## config.mk

```make
export PLATFORM = sky130hd
export DESIGN_NAME = servo_pwm_gen
export DESIGN_NICKNAME = d
export VERILOG_FILES = /design/src/rtl/servo_pkg.sv /design/src/rtl/servo_slew_limit.sv /design/src/rtl/servo_pwm_gen.sv
export SDC_FILE = /design/constraint.sdc
export NUM_CORES = 1
export LEC_CHECK = 0
export ABC_AREA = 1
export BUFFER_PORTS_ARGS = -buffer_cell sky130_fd_sc_hd__buf_2
export CAP_MARGIN = 25
export CORE_ASPECT_RATIO = 1.2
export CORE_MARGIN = 2
export CORE_UTILIZATION = 42
export DETAILED_ROUTE_END_ITERATION = 16
export PLACE_DENSITY = 0.65
export SYNTH_ARGS = -nofsm -noshare
export SYNTH_HDL_FRONTEND = slang
export SYNTH_SLANG_ARGS = --single-unit
```

## constraint.sdc

```tcl
create_clock -name clk -period 4.9 [get_ports clk]
set_clock_uncertainty 0.15 [all_clocks]
set_input_delay 0.98 -clock clk [delete_from_list [all_inputs] [get_ports clk]]
set_output_delay 0.98 -clock clk [all_outputs]
set_load 0.1 [all_outputs]
```

## src/rtl/servo_pkg.sv

```systemverilog
// ============================================================================
// Module   : servo_pkg
// Desc     : Shared widths, default frame/pulse constants and FSM states.
// Revision : 1.0
// ============================================================================
`default_nettype none

package servo_pkg;

  localparam int unsigned CYCLE_W           = 25;
  localparam int unsigned DEF_PERIOD_CYCLES = 1_000_000;
  localparam int unsigned DEF_MIN_CYCLES    = 25_000;
  localparam int unsigned DEF_MAX_CYCLES    = 125_000;
  localparam int unsigned DEF_STEP_MAX      = 500;

  typedef enum logic [0:0] {
    IDLE = 1'b0,
    RUN  = 1'b1
  } state_e;

endpackage : servo_pkg

`default_nettype wire

```

## src/rtl/servo_slew_limit.sv

```systemverilog
// ============================================================================
// Module   : servo_slew_limit
// Desc     : Combinational clamp of a raw target followed by a per-frame step limit.
// Revision : 1.0
// ============================================================================
`default_nettype none

module servo_slew_limit
  import servo_pkg::*;
#(
  parameter int unsigned MIN_CYCLES = DEF_MIN_CYCLES,
  parameter int unsigned MAX_CYCLES = DEF_MAX_CYCLES,
  parameter int unsigned STEP_MAX   = DEF_STEP_MAX
) (
  input  logic [CYCLE_W-1:0] cur_width_i,
  input  logic [CYCLE_W-1:0] target_i,
  output logic [CYCLE_W-1:0] next_width_o
);

  localparam logic [CYCLE_W-1:0] c_min = CYCLE_W'(MIN_CYCLES);
  localparam logic [CYCLE_W-1:0] c_max = CYCLE_W'(MAX_CYCLES);

  logic [CYCLE_W-1:0] w_clamp;

  always_comb begin
    w_clamp = target_i;
    if (target_i < c_min) begin
      w_clamp = c_min;
    end else if (target_i > c_max) begin
      w_clamp = c_max;
    end
  end

  generate
    if (STEP_MAX == 0) begin : g_no_slew
      assign next_width_o = w_clamp;
    end else begin : g_slew
      localparam logic [CYCLE_W-1:0] c_step = CYCLE_W'(STEP_MAX);

      // Direction is decided first so each subtraction is non-negative.
      always_comb begin
        next_width_o = w_clamp;
        if (w_clamp >= cur_width_i) begin
          if ((w_clamp - cur_width_i) > c_step) begin
            next_width_o = cur_width_i + c_step;
          end
        end else begin
          if ((cur_width_i - w_clamp) > c_step) begin
            next_width_o = cur_width_i - c_step;
          end
        end
      end
    end
  endgenerate

endmodule : servo_slew_limit

`default_nettype wire

```

## src/rtl/servo_pwm_gen.sv

```systemverilog
// ============================================================================
// Module   : servo_pwm_gen
// Desc     : Fixed-frame servo PWM; target is sampled, clamped and slewed per frame.
// Revision : 1.0
// ============================================================================
`default_nettype none

module servo_pwm_gen
  import servo_pkg::*;
#(
  parameter int unsigned PERIOD_CYCLES = DEF_PERIOD_CYCLES,
  parameter int unsigned MIN_CYCLES    = DEF_MIN_CYCLES,
  parameter int unsigned MAX_CYCLES    = DEF_MAX_CYCLES,
  parameter int unsigned STEP_MAX      = DEF_STEP_MAX
) (
  input  logic               clk,
  input  logic               rst,
  input  logic               enable,
  input  logic [CYCLE_W-1:0] cycles_target,
  output logic               pwm_out,
  output logic               frame_start,
  output logic [CYCLE_W-1:0] active_width,
  output logic               running
);

  localparam logic [CYCLE_W-1:0] c_period_last = CYCLE_W'(PERIOD_CYCLES - 1);
  localparam logic [CYCLE_W-1:0] c_min         = CYCLE_W'(MIN_CYCLES);

  state_e             state_q;
  logic [CYCLE_W-1:0] k_q;
  logic [CYCLE_W-1:0] width_q;
  logic [CYCLE_W-1:0] width_d;
  logic [CYCLE_W-1:0] w_k_inc;
  logic               pwm_q;
  logic               frame_start_q;
  logic               running_q;

  servo_slew_limit #(
    .MIN_CYCLES (MIN_CYCLES),
    .MAX_CYCLES (MAX_CYCLES),
    .STEP_MAX   (STEP_MAX)
  ) u_slew (
    .cur_width_i  (width_q),
    .target_i     (cycles_target),
    .next_width_o (width_d)
  );

  assign w_k_inc = k_q + CYCLE_W'(1);

  // Outputs are registered against the counter value being entered, so
  // pwm_out/frame_start/running line up with k in the same cycle.
  always_ff @(posedge clk) begin
    if (rst) begin
      state_q       <= IDLE;
      k_q           <= '0;
      width_q       <= c_min;
      pwm_q         <= 1'b0;
      frame_start_q <= 1'b0;
      running_q     <= 1'b0;
    end else begin
      frame_start_q <= 1'b0;
      case (state_q)
        IDLE: begin
          k_q <= '0;
          if (enable) begin
            state_q       <= RUN;
            width_q       <= width_d;
            pwm_q         <= (width_d != '0);
            frame_start_q <= 1'b1;
            running_q     <= 1'b1;
          end else begin
            pwm_q     <= 1'b0;
            running_q <= 1'b0;
          end
        end
        RUN: begin
          if (k_q == c_period_last) begin
            k_q <= '0;
            if (enable) begin
              width_q       <= width_d;
              pwm_q         <= (width_d != '0);
              frame_start_q <= 1'b1;
            end else begin
              state_q   <= IDLE;
              pwm_q     <= 1'b0;
              running_q <= 1'b0;
            end
          end else begin
            k_q   <= w_k_inc;
            pwm_q <= (w_k_inc < width_q);
          end
        end
        default: begin
          state_q   <= IDLE;
          k_q       <= '0;
          pwm_q     <= 1'b0;
          running_q <= 1'b0;
        end
      endcase
    end
  end

  assign pwm_out      = pwm_q;
  assign frame_start  = frame_start_q;
  assign active_width = width_q;
  assign running      = running_q;

endmodule : servo_pwm_gen

`default_nettype wire
```

# Word-level counts from Yosys, hierarchy flattened
# Index checks and enable logic that the tools add are counted.
# word_totals
ff_bits	54
in_bits	28
elab_cells	44
out_inout_bits	28
# classes
n_mux	21
addsub	5
order_cmp	6
eq_ne	3
reduce_logical	2
n_bitwise	1
# op_table
op	n
$mux 25	8
$pmux 25 s2	2
$gt 25x9->1 const B	2
$sub 25x25->25	2
$add 25x1->25 const B	1
$add 25x9->25 const B	1
$eq 25x20->1 const B	1
$ge 25x25->1	1
$gt 25x17->1 const B	1
$lt 25x15->1 const B	1
$lt 25x25->1	1
$reduce_bool 25->1	1
$sub 25x9->25 const B	1
$pmux 1 s2	4
$mux 1	7
$ne 2x1->1 const B	1
$ne 2x2->1 const B	1
$reduce_and 2->1	1
$not 1->1	1

# Logic depth before layout (Yosys ltp)
# logic_depth
depth_word	11
depth_mapped	40
depth_no_buf	39

# Modules after synthesis
# Synthesis repeated with hierarchy kept, for this count alone.
# unflattened
hier_cells	1423
area_unflattened_um2	8335.5
# by_module_without_submodules
mod	n_inst	seq_area_each_um2	area_each_um2	cells_each
servo_slew_limit	1	0.0	4948.5	909
servo_pwm_gen	1	1081.0	3387.0	514

# Least setup slack after synthesis
# No wires, ideal clock.
# synth_path
path_kind	in2reg
startpoint	input port cycles_target[21]
endpoint	register pwm_q (netlist: pwm_out)
t_arrival_ps	4854
path_buffers	1
required_time_ps	4634
path_slack_ps	-220
cell_stages	34
setup_time_ps	116
path_cell_list	nor2_1 nand2_1 nor2_4 nand3_2 nand2_4 clkinv_1 nor3_1 ha_1 nand2_1 nand2_1 nand2_1 nand2_1 a21boi_1 o21ai_1 nand2_1 nand2_1 nand2_1 nand2_1 a21oi_1 xor2_1 nand4_1 a21oi_4 nand2_2 buf_2 nand2_1 nand3_1 nand2_1 nand2_1 nor2_1 nand2_1 nor2_1 nand2_1 nand2_1 nand2_1
# synth_via
elab_chain_cells	11
word_cells_on_any_way	16
classes_between	add/sub: 2; order compare: 5; mux: 8; reduce/logical: 1
# synth_lines
item	line_no	source
start, declared	servo_pwm_gen.sv:19	input logic [CYCLE_W-1:0] cycles_target,
$gt 25x17->1	servo_slew_limit.sv:29	end else if (target_i > c_max) begin
$mux 25	servo_slew_limit.sv:29	
$mux 25 (*)	servo_slew_limit.sv:27	if (target_i < c_min) begin
$sub 25x25->25, on equally long branches	servo_slew_limit.sv:48, servo_slew_limit.sv:44	
$gt 25x9->1, on equally long branches	servo_slew_limit.sv:48, servo_slew_limit.sv:44	
$mux 25, on equally long branches	servo_slew_limit.sv:48, servo_slew_limit.sv:44	
$mux 25 (*)	servo_slew_limit.sv:43	if (w_clamp >= cur_width_i) begin
$reduce_bool 25->1 (*)	servo_pwm_gen.sv:68, servo_pwm_gen.sv:81	
$mux 1 (*)	servo_pwm_gen.sv:65, servo_pwm_gen.sv:79	
$mux 1	servo_pwm_gen.sv:77	if (k_q == c_period_last) begin
$pmux 1 s2 (*)	servo_pwm_gen.sv:62	case (state_q)
end signal, assigned	servo_pwm_gen.sv:68	pwm_q <= (width_d != '0);
end signal, assigned	servo_pwm_gen.sv:81	pwm_q <= (width_d != '0);
end signal, assigned	servo_pwm_gen.sv:90	pwm_q <= (w_k_inc < width_q);
end, declared	servo_pwm_gen.sv:34	logic pwm_q;
# Mark *: on every way between the ends. The rest lies on a longest branch, timed or not.
# A chain may end at the register's enable or synchronous reset.

# Worst setup path in the final report
# layout_path
startpoint	input port cycles_target[23]
endpoint	register pwm_q (netlist: pwm_out)
# Same word-level chain as after synthesis.

==> results.cfg <==
[sta]
setup_violations = 14
fin_crit_sh = 1.05
slew_violations = 0
fmax_mhz = 194
hold_viol_final = 0
setup_ws_ps = -262
period_needed_ps = 5160
relSlewSlack = 0.594
tightest_slew_ps = 604
setup-tns-final_ps = -1280
rsz0062_at_grt = yes

[worst_setup_path]
worstPathRequired_ps = 4950
worst_setup_path_end_kind = register
cp_slowest_stage_delay_ps = 520
start_kind = input port
slowest_stage = fa_2
crit_path_max_fanout = 6
worstPathArrival_ps = 5210
crit_type = input port to register
crit_top_cell = nand2_1

[floorplanning]
dieArea_mm2 = 0.0191
ios = 56
fp.dieW_um = 127
die_h_um = 151
core_mm2 = 0.0176
rows = 53
initial_core_util = 0.431

[power]
ir_worst_vdd_uv = 245
power_density_mw_per_mm2 = 200
p_leak_nw = 5.75
power.total_mw = 2.24

[detailed_routing]
drc = 0
met2WireLength_mm = 13.6
wirelength_met1_mm = 11.8
drtIter0Drc = 822
drt-total-wl_mm = 28.0
first_pass_iters = 5
dr_wl_met3_mm = 1.13
detail_route.wl_per_cell_um = 15.6
routed.top_layer = met4
vias = 9528
vias_per_cell = 5.30
postRouteAntennaNets = 0

[outcome]
status = finished, violations left
violations = setup timing

[global_route]
grt_pass1_vias = 8600
grt.overflow.total = 0
grt_util_all_layers = 0.265
grt_pass1_wl_mm = 41.2
antenna_found_initial = 0
grt_max_degree = 34

[cells_and_area]
fin_nets = 1680
syn2layout_area_growth_pct = 48.5
diodes = 0
drive_gt1_frac = 0.337

[clock_tree]
ctsRootBufferMaster = clkbuf_16
clock_sinks = 54
clk_latency_ps = 300
cts_tree = built
cts_buffers = 5
h-tree-depth = 2
cts.clk_slew.worst_paths_ps = 70
clk_path_buf_depth = 2

[synthesis]
ys_ff_latch = 54
yosys_warnings = 0
synth_edf_count = 0
async_flop_share = 0
avgSynthCellArea_um2 = 5.90
yosysUniqueCellTypes = 48
ys.flop_type = dfxtp_1
netlist_area_mm2 = 0.00757
synthCells = 1282
yosysSeqAreaShare = 0.143

[placement]
pre_cts_ws_ps = -812
dp.final_hpwl_mm = 21.3
io_buffers = 55
gp_congestion = 1.03

[min_path]
hold_path_class = register to register

[flow_run]
max-cap-violations = 0
[logic make-up (layout without fill, tap and decap cells)]
family / count (synthesis) / count (layout) / share of synthesized area
AND/OR/NAND/NOR: 671 / 671 / 0.394
other: 2 / 15 / 0.000992
XOR/XNOR: 65 / 65 / 0.0752
flip-flops: 54 / 54 / 0.143
AO/OA/AOI/OAI: 183 / 183 / 0.142
adder cells (fa/ha/maj): 76 / 76 / 0.127
buffers and inverters: 231 / 513 / 0.119
[cell usage in the layout, fill, tap and decap left out, types with 49 or more instances in the layout]
master	synthesis	routed
a21oi_1	77	57
buf_2	12	49
buf_4	0	221
dfxtp_1	54	54
ha_1	75	59
inv_1	186	180
nand2_1	313	262
nand2_2	8	55
nand3_1	108	78
nor2_1	139	115
xor2_1	61	60
[power by group]
| part | total, mW | switching (mW) | internal (mW) |
|---|---|---|---|
| combinational | 1.27 | 0.783 | 0.492 |
| sequential | 0.501 | 0.0392 | 0.462 |
| clock | 0.469 | 0.162 | 0.307 |
[registers in the layout, indices dropped and copies added, names as in the netlist]
| register | flops |
|---|---|
| active_width | 25 |
| frame_start | 1 |
| k_q | 25 |
| pwm_out | 1 |
| running | 1 |
| state_q | 1 |
[through the flow]
stage,util,hold WS [ps],std cells,cell area (µm²)
after global placement,0.551,297,1745,9680
after floorplan,-,280,1295,7650
final,0.640,320,1797,11200
after detailed placement,0.551,307,1745,9680
after CTS,0.573,324,1758,10100
after global routing,0.640,352,1797,11200
[area by class of cell]
| class | instances | area, µm² |
|---|---|---|
| flip-flops and latches | 54 | 1080 |
| fillers | 1542 | 6330 |
| inverters | 199 | 762 |
| well taps | 220 | 275 |
| multi-input cells | 1010 | 6470 |
| repair buffers | 306 | 2450 |
| clock buffers | 6 | 139 |
| clock inverters | 2 | 60.1 |
[worst paths after layout]
kind / depth (start not counted) / start / slack (ps) / end
setup reg to reg: 28 / active_width[7]$_SDFFE_PP1P_ / 720 / pwm_out$_SDFF_PP0_
setup / recovery: 36 / cycles_target[23] / -260 / pwm_out$_SDFF_PP0_
hold reg to reg: 1 / k_q[0]$_SDFF_PP0_ / 320 / k_q[0]$_SDFF_PP0_
hold / removal: 1 / k_q[0]$_SDFF_PP0_ / 320 / k_q[0]$_SDFF_PP0_
[worst max-delay path, delay by kind of cell]
family | cells | cell delay [ps]
AND/OR/NAND/NOR | 25 | 2390
adder cells (fa/ha/maj) | 2 | 670
buffers and inverters | 5 | 610
AO/OA/AOI/OAI | 4 | 550
[repair_timing]
item,4_1_cts,5_1_grt
pin swaps,7,86
gates cloned,0,6
buffers inserted,5,33
resized for setup,41,192
setup endpoints to repair,24,26
hold buffers,0,0
[routing by layer]
metal  up-vias  global-route usage
met5         -                   0
met4         0               0.114
met3        96              0.0162
met2       308               0.477
met1      4378               0.326
li1       4746                   -
[cell usage after synthesis (3+ instances only)]
cell / instances / area (µm²)
nand2_2: 8 / 50.1
a31oi_1: 5 / 31.3
clkinv_1: 7 / 26.3
inv_1: 186 / 698
nor3_1: 39 / 195
nor2_1: 139 / 522
o21bai_1: 6 / 45.0
buf_2: 12 / 60.1
ha_1: 75 / 938
xnor2_1: 4 / 35.0
nand2_1: 313 / 1170
nor4_1: 6 / 37.5
nand3b_1: 4 / 30.0
clkbuf_1: 18 / 67.6
o21ai_1: 10 / 50.1
nor2_4: 4 / 45.0
a21oi_1: 77 / 385
nor2_2: 3 / 18.8
a21oi_2: 3 / 26.3
nand4_1: 31 / 194
a211oi_1: 4 / 30.0
o21a_1: 6 / 45.0
xor2_1: 61 / 534
or2_2: 3 / 18.8
o211ai_1: 22 / 165
nand3_2: 6 / 60.1
nand3_1: 108 / 541
dfxtp_1: 54 / 1080
inv_2: 6 / 22.5
o21ai_0: 39 / 195
Power figures use the tool's default switching activity.
